--- src/rtl/adc_pkg.sv ---
// Shared definitions for the dual-channel SPI ADC capture block: FSM encoding
// and default timing parameters.
package adc_pkg;

  typedef enum logic [2:0] {
    IDLE      = 3'd0,
    CONV      = 3'd1,
    WAIT_BUSY = 3'd2,
    SHIFT     = 3'd3,
    DONE      = 3'd4
  } state_t;

  localparam int DATA_W           = 16;
  localparam int DEF_CLK_DIV      = 4;
  localparam int DEF_CONV_PULSE   = 8;
  localparam int DEF_BUSY_TIMEOUT = 1000;
  localparam int DEF_SAMPLE_GAP   = 100;

endpackage

--- src/rtl/spi_clk_gen.sv ---
// SPI clock generator: after a start pulse emits BITS SCLK periods (low half
// first), flags the CLK edge that raises SCLK and the edge ending the frame.
module spi_clk_gen
  import adc_pkg::*;
#(
  parameter int CLK_DIV = DEF_CLK_DIV,
  parameter int BITS    = DATA_W
) (
  input  logic clk,
  input  logic rst_n,
  input  logic start,
  output logic sclk,
  output logic sample_en,
  output logic done
);

  localparam int DW = (CLK_DIV > 2) ? $clog2(CLK_DIV) : 1;
  localparam int BW = $clog2(BITS);

  logic          active;
  logic [DW-1:0] div_cnt;
  logic [BW-1:0] bit_cnt;
  logic          half_end;

  assign half_end  = active && (div_cnt == DW'(CLK_DIV - 1));
  assign sample_en = half_end && !sclk;
  assign done      = half_end && sclk && (bit_cnt == BW'(BITS - 1));

  always_ff @(posedge clk or negedge rst_n) begin
    if (!rst_n) begin
      active  <= 1'b0;
      sclk    <= 1'b0;
      div_cnt <= '0;
      bit_cnt <= '0;
    end else if (start) begin
      active  <= 1'b1;
      sclk    <= 1'b0;
      div_cnt <= '0;
      bit_cnt <= '0;
    end else if (active) begin
      if (half_end) begin
        div_cnt <= '0;
        sclk    <= ~sclk;
        // A falling SCLK closes one bit period; the last one ends the frame.
        if (sclk) begin
          if (bit_cnt == BW'(BITS - 1)) active <= 1'b0;
          else                           bit_cnt <= bit_cnt + 1'b1;
        end
      end else begin
        div_cnt <= div_cnt + 1'b1;
      end
    end
  end

endmodule

--- src/rtl/adc_spi_capture.sv ---
// Conversion sequencer for a dual-output SPI ADC: pulses CONVST, waits for
// BUSY to fall (with timeout), shifts in both channels and presents them.
module adc_spi_capture
  import adc_pkg::*;
#(
  parameter int CLK_DIV      = DEF_CLK_DIV,
  parameter int CONV_PULSE   = DEF_CONV_PULSE,
  parameter int BUSY_TIMEOUT = DEF_BUSY_TIMEOUT,
  parameter int SAMPLE_GAP   = DEF_SAMPLE_GAP
) (
  input  logic              CLK,
  input  logic              RST_N,
  input  logic              EN,
  output logic              ADC_CONVST,
  input  logic              ADC_BUSY,
  output logic              ADC_CS_N,
  output logic              ADC_SCLK,
  input  logic              ADC_SDO1,
  input  logic              ADC_SDO2,
  output logic [DATA_W-1:0] ADC1DAT,
  output logic [DATA_W-1:0] ADC2DAT,
  output logic              DAT_VLD,
  output logic              ERR_TO
);

  localparam int MAX_A   = (BUSY_TIMEOUT > SAMPLE_GAP) ? BUSY_TIMEOUT : SAMPLE_GAP;
  localparam int CNT_MAX = (MAX_A > CONV_PULSE) ? MAX_A : CONV_PULSE;
  localparam int CNT_W   = $clog2(CNT_MAX + 1);

  state_t            state, next_state;
  logic [CNT_W-1:0]  tmr;
  logic [CNT_W-1:0]  gap_cnt;
  logic              busy_s1, busy_s2, busy_s3;
  logic              busy_fall, fell_seen;
  logic              err_next, start, sample_en, spi_done;
  logic [DATA_W-1:0] sreg1, sreg2;

  assign busy_fall = busy_s3 && !busy_s2;
  assign start     = (state == WAIT_BUSY) && (next_state == SHIFT);

  always_comb begin
    next_state = state;
    err_next   = 1'b0;
    case (state)
      IDLE:
        if (EN && (gap_cnt >= CNT_W'(SAMPLE_GAP - 1))) next_state = CONV;
      CONV:
        if (tmr == CNT_W'(CONV_PULSE - 1)) next_state = WAIT_BUSY;
      WAIT_BUSY:
        if (busy_fall || fell_seen) begin
          next_state = SHIFT;
        end else if (tmr >= CNT_W'(BUSY_TIMEOUT - 1)) begin
          next_state = IDLE;
          err_next   = 1'b1;
        end
      SHIFT:
        if (spi_done) next_state = DONE;
      DONE:
        next_state = IDLE;
      default:
        next_state = IDLE;
    endcase
  end

  // Outputs are registered from the next state so they never glitch.
  always_ff @(posedge CLK or negedge RST_N) begin
    if (!RST_N) begin
      state      <= IDLE;
      ADC_CONVST <= 1'b0;
      ADC_CS_N   <= 1'b1;
      ERR_TO     <= 1'b0;
      tmr        <= '0;
      gap_cnt    <= CNT_W'(SAMPLE_GAP - 1);
      fell_seen  <= 1'b0;
    end else begin
      state      <= next_state;
      ADC_CONVST <= (next_state == CONV);
      ADC_CS_N   <= (next_state != SHIFT);
      ERR_TO     <= err_next;
      if (state == IDLE && next_state == CONV) tmr <= '0;
      else if (state == CONV || state == WAIT_BUSY) tmr <= tmr + 1'b1;
      if (state == IDLE && next_state == CONV) gap_cnt <= '0;
      else if (gap_cnt != CNT_W'(SAMPLE_GAP - 1)) gap_cnt <= gap_cnt + 1'b1;
      // A BUSY fall already seen during the CONVST pulse must not be lost.
      if (state == IDLE) fell_seen <= 1'b0;
      else if (state == CONV && busy_fall) fell_seen <= 1'b1;
    end
  end

  always_ff @(posedge CLK or negedge RST_N) begin
    if (!RST_N) begin
      busy_s1 <= 1'b0;
      busy_s2 <= 1'b0;
      busy_s3 <= 1'b0;
    end else begin
      busy_s1 <= ADC_BUSY;
      busy_s2 <= busy_s1;
      busy_s3 <= busy_s2;
    end
  end

  always_ff @(posedge CLK or negedge RST_N) begin
    if (!RST_N) begin
      sreg1   <= '0;
      sreg2   <= '0;
      ADC1DAT <= '0;
      ADC2DAT <= '0;
      DAT_VLD <= 1'b0;
    end else begin
      if (sample_en) begin
        sreg1 <= {sreg1[DATA_W-2:0], ADC_SDO1};
        sreg2 <= {sreg2[DATA_W-2:0], ADC_SDO2};
      end
      DAT_VLD <= (state == SHIFT) && spi_done;
      if (state == SHIFT && spi_done) begin
        ADC1DAT <= sreg1;
        ADC2DAT <= sreg2;
      end
    end
  end

  spi_clk_gen #(
    .CLK_DIV(CLK_DIV),
    .BITS   (DATA_W)
  ) u_spi_clk_gen (
    .clk      (CLK),
    .rst_n    (RST_N),
    .start    (start),
    .sclk     (ADC_SCLK),
    .sample_en(sample_en),
    .done     (spi_done)
  );

endmodule

--- config.mk ---
export PLATFORM = sky130hd
export DESIGN_NAME = adc_spi_capture
export DESIGN_NICKNAME = d
export VERILOG_FILES = /design/src/rtl/adc_pkg.sv /design/src/rtl/spi_clk_gen.sv /design/src/rtl/adc_spi_capture.sv
export SDC_FILE = /design/constraint.sdc
export NUM_CORES = 1
export LEC_CHECK = 0
export ABC_AREA = 1
export ABC_CLOCK_PERIOD_IN_PS = 2300
export CELL_PAD_IN_SITES_DETAIL_PLACEMENT = 0
export CELL_PAD_IN_SITES_GLOBAL_PLACEMENT = 1
export CORE_MARGIN = 2
export CORE_UTILIZATION = 47
export CTS_CLUSTER_DIAMETER = 40
export CTS_CLUSTER_SIZE = 12
export DETAILED_ROUTE_END_ITERATION = 8
export PLACE_DENSITY_LB_ADDON = 0.08
export SLEW_MARGIN = 10
export SYNTH_ARGS = -nofsm -noshare
export SYNTH_HDL_FRONTEND = slang
export SYNTH_HIERARCHICAL = 1
export SYNTH_SLANG_ARGS = --single-unit
--- constraint.sdc ---
create_clock -name CLK -period 2.3 [get_ports CLK]
set_clock_uncertainty 0.1 [all_clocks]
set_input_delay 0.575 -clock CLK [delete_from_list [all_inputs] [get_ports CLK]]
set_output_delay 0.575 -clock CLK [all_outputs]
set_load 0.01 [all_outputs]
==> impl_metrics.env <==
export IMPL_period_needed_ns=2.08
export IMPL_grt_usage_pct=17.5
export IMPL_n_antenna_cell=0
export IMPL_finalCritPeriodShare_pct=90.3
export IMPL_clock_path_buffers=2
export IMPL_row_count=35
export IMPL_avgSynthCellArea_um2=8.77
export IMPL_wl_per_cell_um=11.9
export IMPL_grt_pass1_vias=3230
export IMPL_syn_to_final_growth_pct=16.3
export IMPL_cts_resized=0
export IMPL_fillCellCount=893
export IMPL_ir_worst_vdd_uv=316
export IMPL_worstSetupStartpointType="flop"
export IMPL_avgViaCountPerCell=4.79
export IMPL_drt_iter0_drc=169
export IMPL_fin_util_pct=56.8
export IMPL_critPathKind="reg -> out"
export IMPL_end_kind="output pin"
export IMPL_netlist_instances=517
export IMPL_tightestPinTransition_ns=0.700
export IMPL_synth_fp_nets=527
export IMPL_crit_family="flip-flops"
export IMPL_drc=0
export IMPL_die_w_um=102
export IMPL_worstPathMaxFanout=1
export IMPL_ant_nets=0
export IMPL_grt_antenna_before_repair=0
export IMPL_synth_edf_count=0
export IMPL_vias=3321
export IMPL_htree_levels=3
export IMPL_maxCapViolCount=0
export IMPL_finalHoldViolCount=0
export IMPL_dieArea_um2=10500
export IMPL_ioPinCount=43
export IMPL_setup_viol=0
export IMPL_ys_seq_area_share_pct=57.0
export IMPL_hold_path_class="reg -> reg"
export IMPL_grt_remaining_overflow=0
export IMPL_grt_pass1_wl_mm=14.6
export IMPL_fmax_mhz=481
export IMPL_post_cts_setup_buffers=0
export IMPL_dp_hpwl_mm=5.60
export IMPL_status="completed"
export IMPL_cts_tree="done"
export IMPL_critPathLaunch="ADC_CS_N"
export IMPL_cts_root_buf="clkbuf_8"
export IMPL_synthArstFlopShare_pct=100
export IMPL_grt_max_degree=67
export IMPL_crit_slowest_cell="dfstp_2"
export IMPL_clock_sinks=103
export IMPL_numPortBuffers=42
export IMPL_ys_flop_type="dfrtp_1"
export IMPL_drive_gt1_share_pct=9.40
export IMPL_clk_pin_slew_ns=0.10
export IMPL_slew_headroom_pct=53.4
export IMPL_gp_congestion=0.838
export IMPL_clock_latency_ns=0.36
export IMPL_die_y_um=102
export IMPL_cts_made_buffers=9
export IMPL_power_leakage_nw=2.47
export IMPL_crit_buf_inv=1
export IMPL_ctsHoldBuffers=1
export IMPL_nets=569
export IMPL_rsz0062_at_grt="false"
export IMPL_holdCritStartpoint="busy_s1"
export IMPL_slew_violations=0
export IMPL_routed_wirelength_mm=8.22
export IMPL_synth_cell_types=31
export IMPL_p_per_area_nw_per_um2=573
export IMPL_worstPathArrival_ns=1.40
export IMPL_crit_chain="clkdlybuf4s50_1"
export IMPL_tns_ns=0
export IMPL_worstReg2RegStart="u_spi_clk_gen/bit_cnt[0]"
export IMPL_worst_endpoint_required_ns=1.62
export IMPL_drt_first_pass_iters=5
export IMPL_ys_ff_latch=103
export IMPL_crit_path_max_incr_delay_ns=0.53
export IMPL_initial_core_util_pct=48.9
export IMPL_yosysWarningCount=6
export IMPL_core_area_um2=9280
export IMPL_syn_area_um2=4540
-- flip-flops by register name, indices dropped and copies added (netlist names) --
| register | count |
|---|---|
| ADC1DAT | 16 |
| sreg2 | 16 |
| u_spi_clk_gen/active | 1 |
| ADC2DAT | 16 |
| fell_seen | 1 |
| tmr | 10 |
| sreg1 | 16 |
| ERR_TO | 1 |
| busy_s1 | 1 |
| u_spi_clk_gen/sclk | 1 |
| u_spi_clk_gen/div_cnt | 2 |
| busy_s2 | 1 |
| busy_s3 | 1 |
| state | 3 |
| DAT_VLD | 1 |
| gap_cnt | 10 |
| ADC_CONVST | 1 |
| u_spi_clk_gen/bit_cnt | 4 |
| ADC_CS_N | 1 |
-- layout by cell type, fill, tap and decap left out, drive strengths merged, types with 2 or more instances in the layout --
| cell type | count |
|---|---|
| clkdlybuf4s50 | 41 |
| nand4 | 9 |
| clkbuf | 10 |
| dfrtp | 98 |
| or2 | 2 |
| ha | 4 |
| nor3 | 7 |
| xor2 | 4 |
| a21oi | 5 |
| inv | 77 |
| dfstp | 5 |
| nor2 | 36 |
| nand3 | 30 |
| clkinv | 3 |
| buf | 6 |
| o21ai | 72 |
| nand2 | 147 |
| o21bai | 3 |
-- power by group --
part | switching (mW) | internal (mW) | leakage, nW
Clock | 0.640 | 0.522 | 0.103
Combinational | 0.0362 | 0.0130 | 1.01
Sequential | 0.00108 | 1.81 | 1.36
-- cells in the mapped netlist (2+ instances only) --
cell / instances / share of area, %
nand2_1: 142 / 12
dfrtp_1: 98 / 54
inv_1: 73 / 6.0
o21ai_0: 42 / 4.6
nor2_1: 34 / 2.8
nand3_1: 29 / 3.2
o21ai_1: 16 / 1.8
o21ai_2: 14 / 2.7
nand4_1: 9 / 1.2
buf_6: 7 / 1.7
clkbuf_1: 6 / 0.50
nor3_1: 6 / 0.66
a21oi_1: 5 / 0.55
dfstp_2: 5 / 2.9
ha_1: 4 / 1.1
nand2_2: 4 / 0.55
xor2_1: 4 / 0.77
buf_2: 3 / 0.33
o21bai_1: 3 / 0.50
inv_2: 2 / 0.17
-- cell families (layout without fill, tap and decap cells) --
logic type                 after synthesis  in the layout  share of synthesized area (%)
AOI/OAI and AO/OA                       81             81                           10.3
xor gates and xnor gates                 5              5                          0.965
adders and majority gates                4              4                           1.10
buffers and inverters                   92            139                           8.94
DFF                                    103            103                           57.0
and+or+nand+nor                        232            232                           21.7
-- through the flow --
| stage | cells | worst slack [ns] | power [mW] | instance area (µm²) | hold slack, ns |
|---|---|---|---|---|---|
| 6_report | 693 | 0.222 | 3.02 | 5280 | 0.264 |
| 5_1_grt | 693 | 0.185 | 3.13 | 5280 | 0.270 |
| 4_1_cts | 693 | 0.203 | 3.06 | 5280 | 0.267 |
| 3_5_place_dp | 676 | 0.378 | 1.90 | 5060 | 0.242 |
| 3_3_place_gp | 676 | 0.366 | 1.90 | 5060 | 0.236 |
| 2_1_floorplan | 517 | 0.762 | 1.85 | 4540 | 0.179 |
-- worst paths after layout --
kind | to | slack [ns] | cells past startpoint
worst max-delay path | ADC_CS_N | 0.22 | 1
worst max register to register | ADC2DAT[3] | 0.40 | 6
worst min-delay path | busy_s2 | 0.26 | 0
max in group asynchronous | ADC_CS_N | 0.95 | 3
min in group asynchronous | tmr[8] | 0.46 | 2
worst min register to register | busy_s2 | 0.26 | 0
-- per-layer routing --
| metal | GRT usage (%) | share of wire [%] |
|---|---|---|
| met5 | 0 | 0 |
| met4 | 4.92 | 0.90 |
| met3 | 4.45 | 4.4 |
| met2 | 27.4 | 46 |
| met1 | 24.5 | 49 |
-- layout make-up --
cell class | instances | area [µm²] | area share [%]
sequential | 103 | 2580 | 49.0
multi-input combinational | 322 | 1550 | 29.5
timing repair buffer | 48 | 490 | 9.30
inverter | 75 | 282 | 5.34
tap | 129 | 161 | 3.06
clock buffer | 10 | 128 | 2.42
clock inverter | 6 | 76.3 | 1.45
Power figures use the tool's default switching activity.
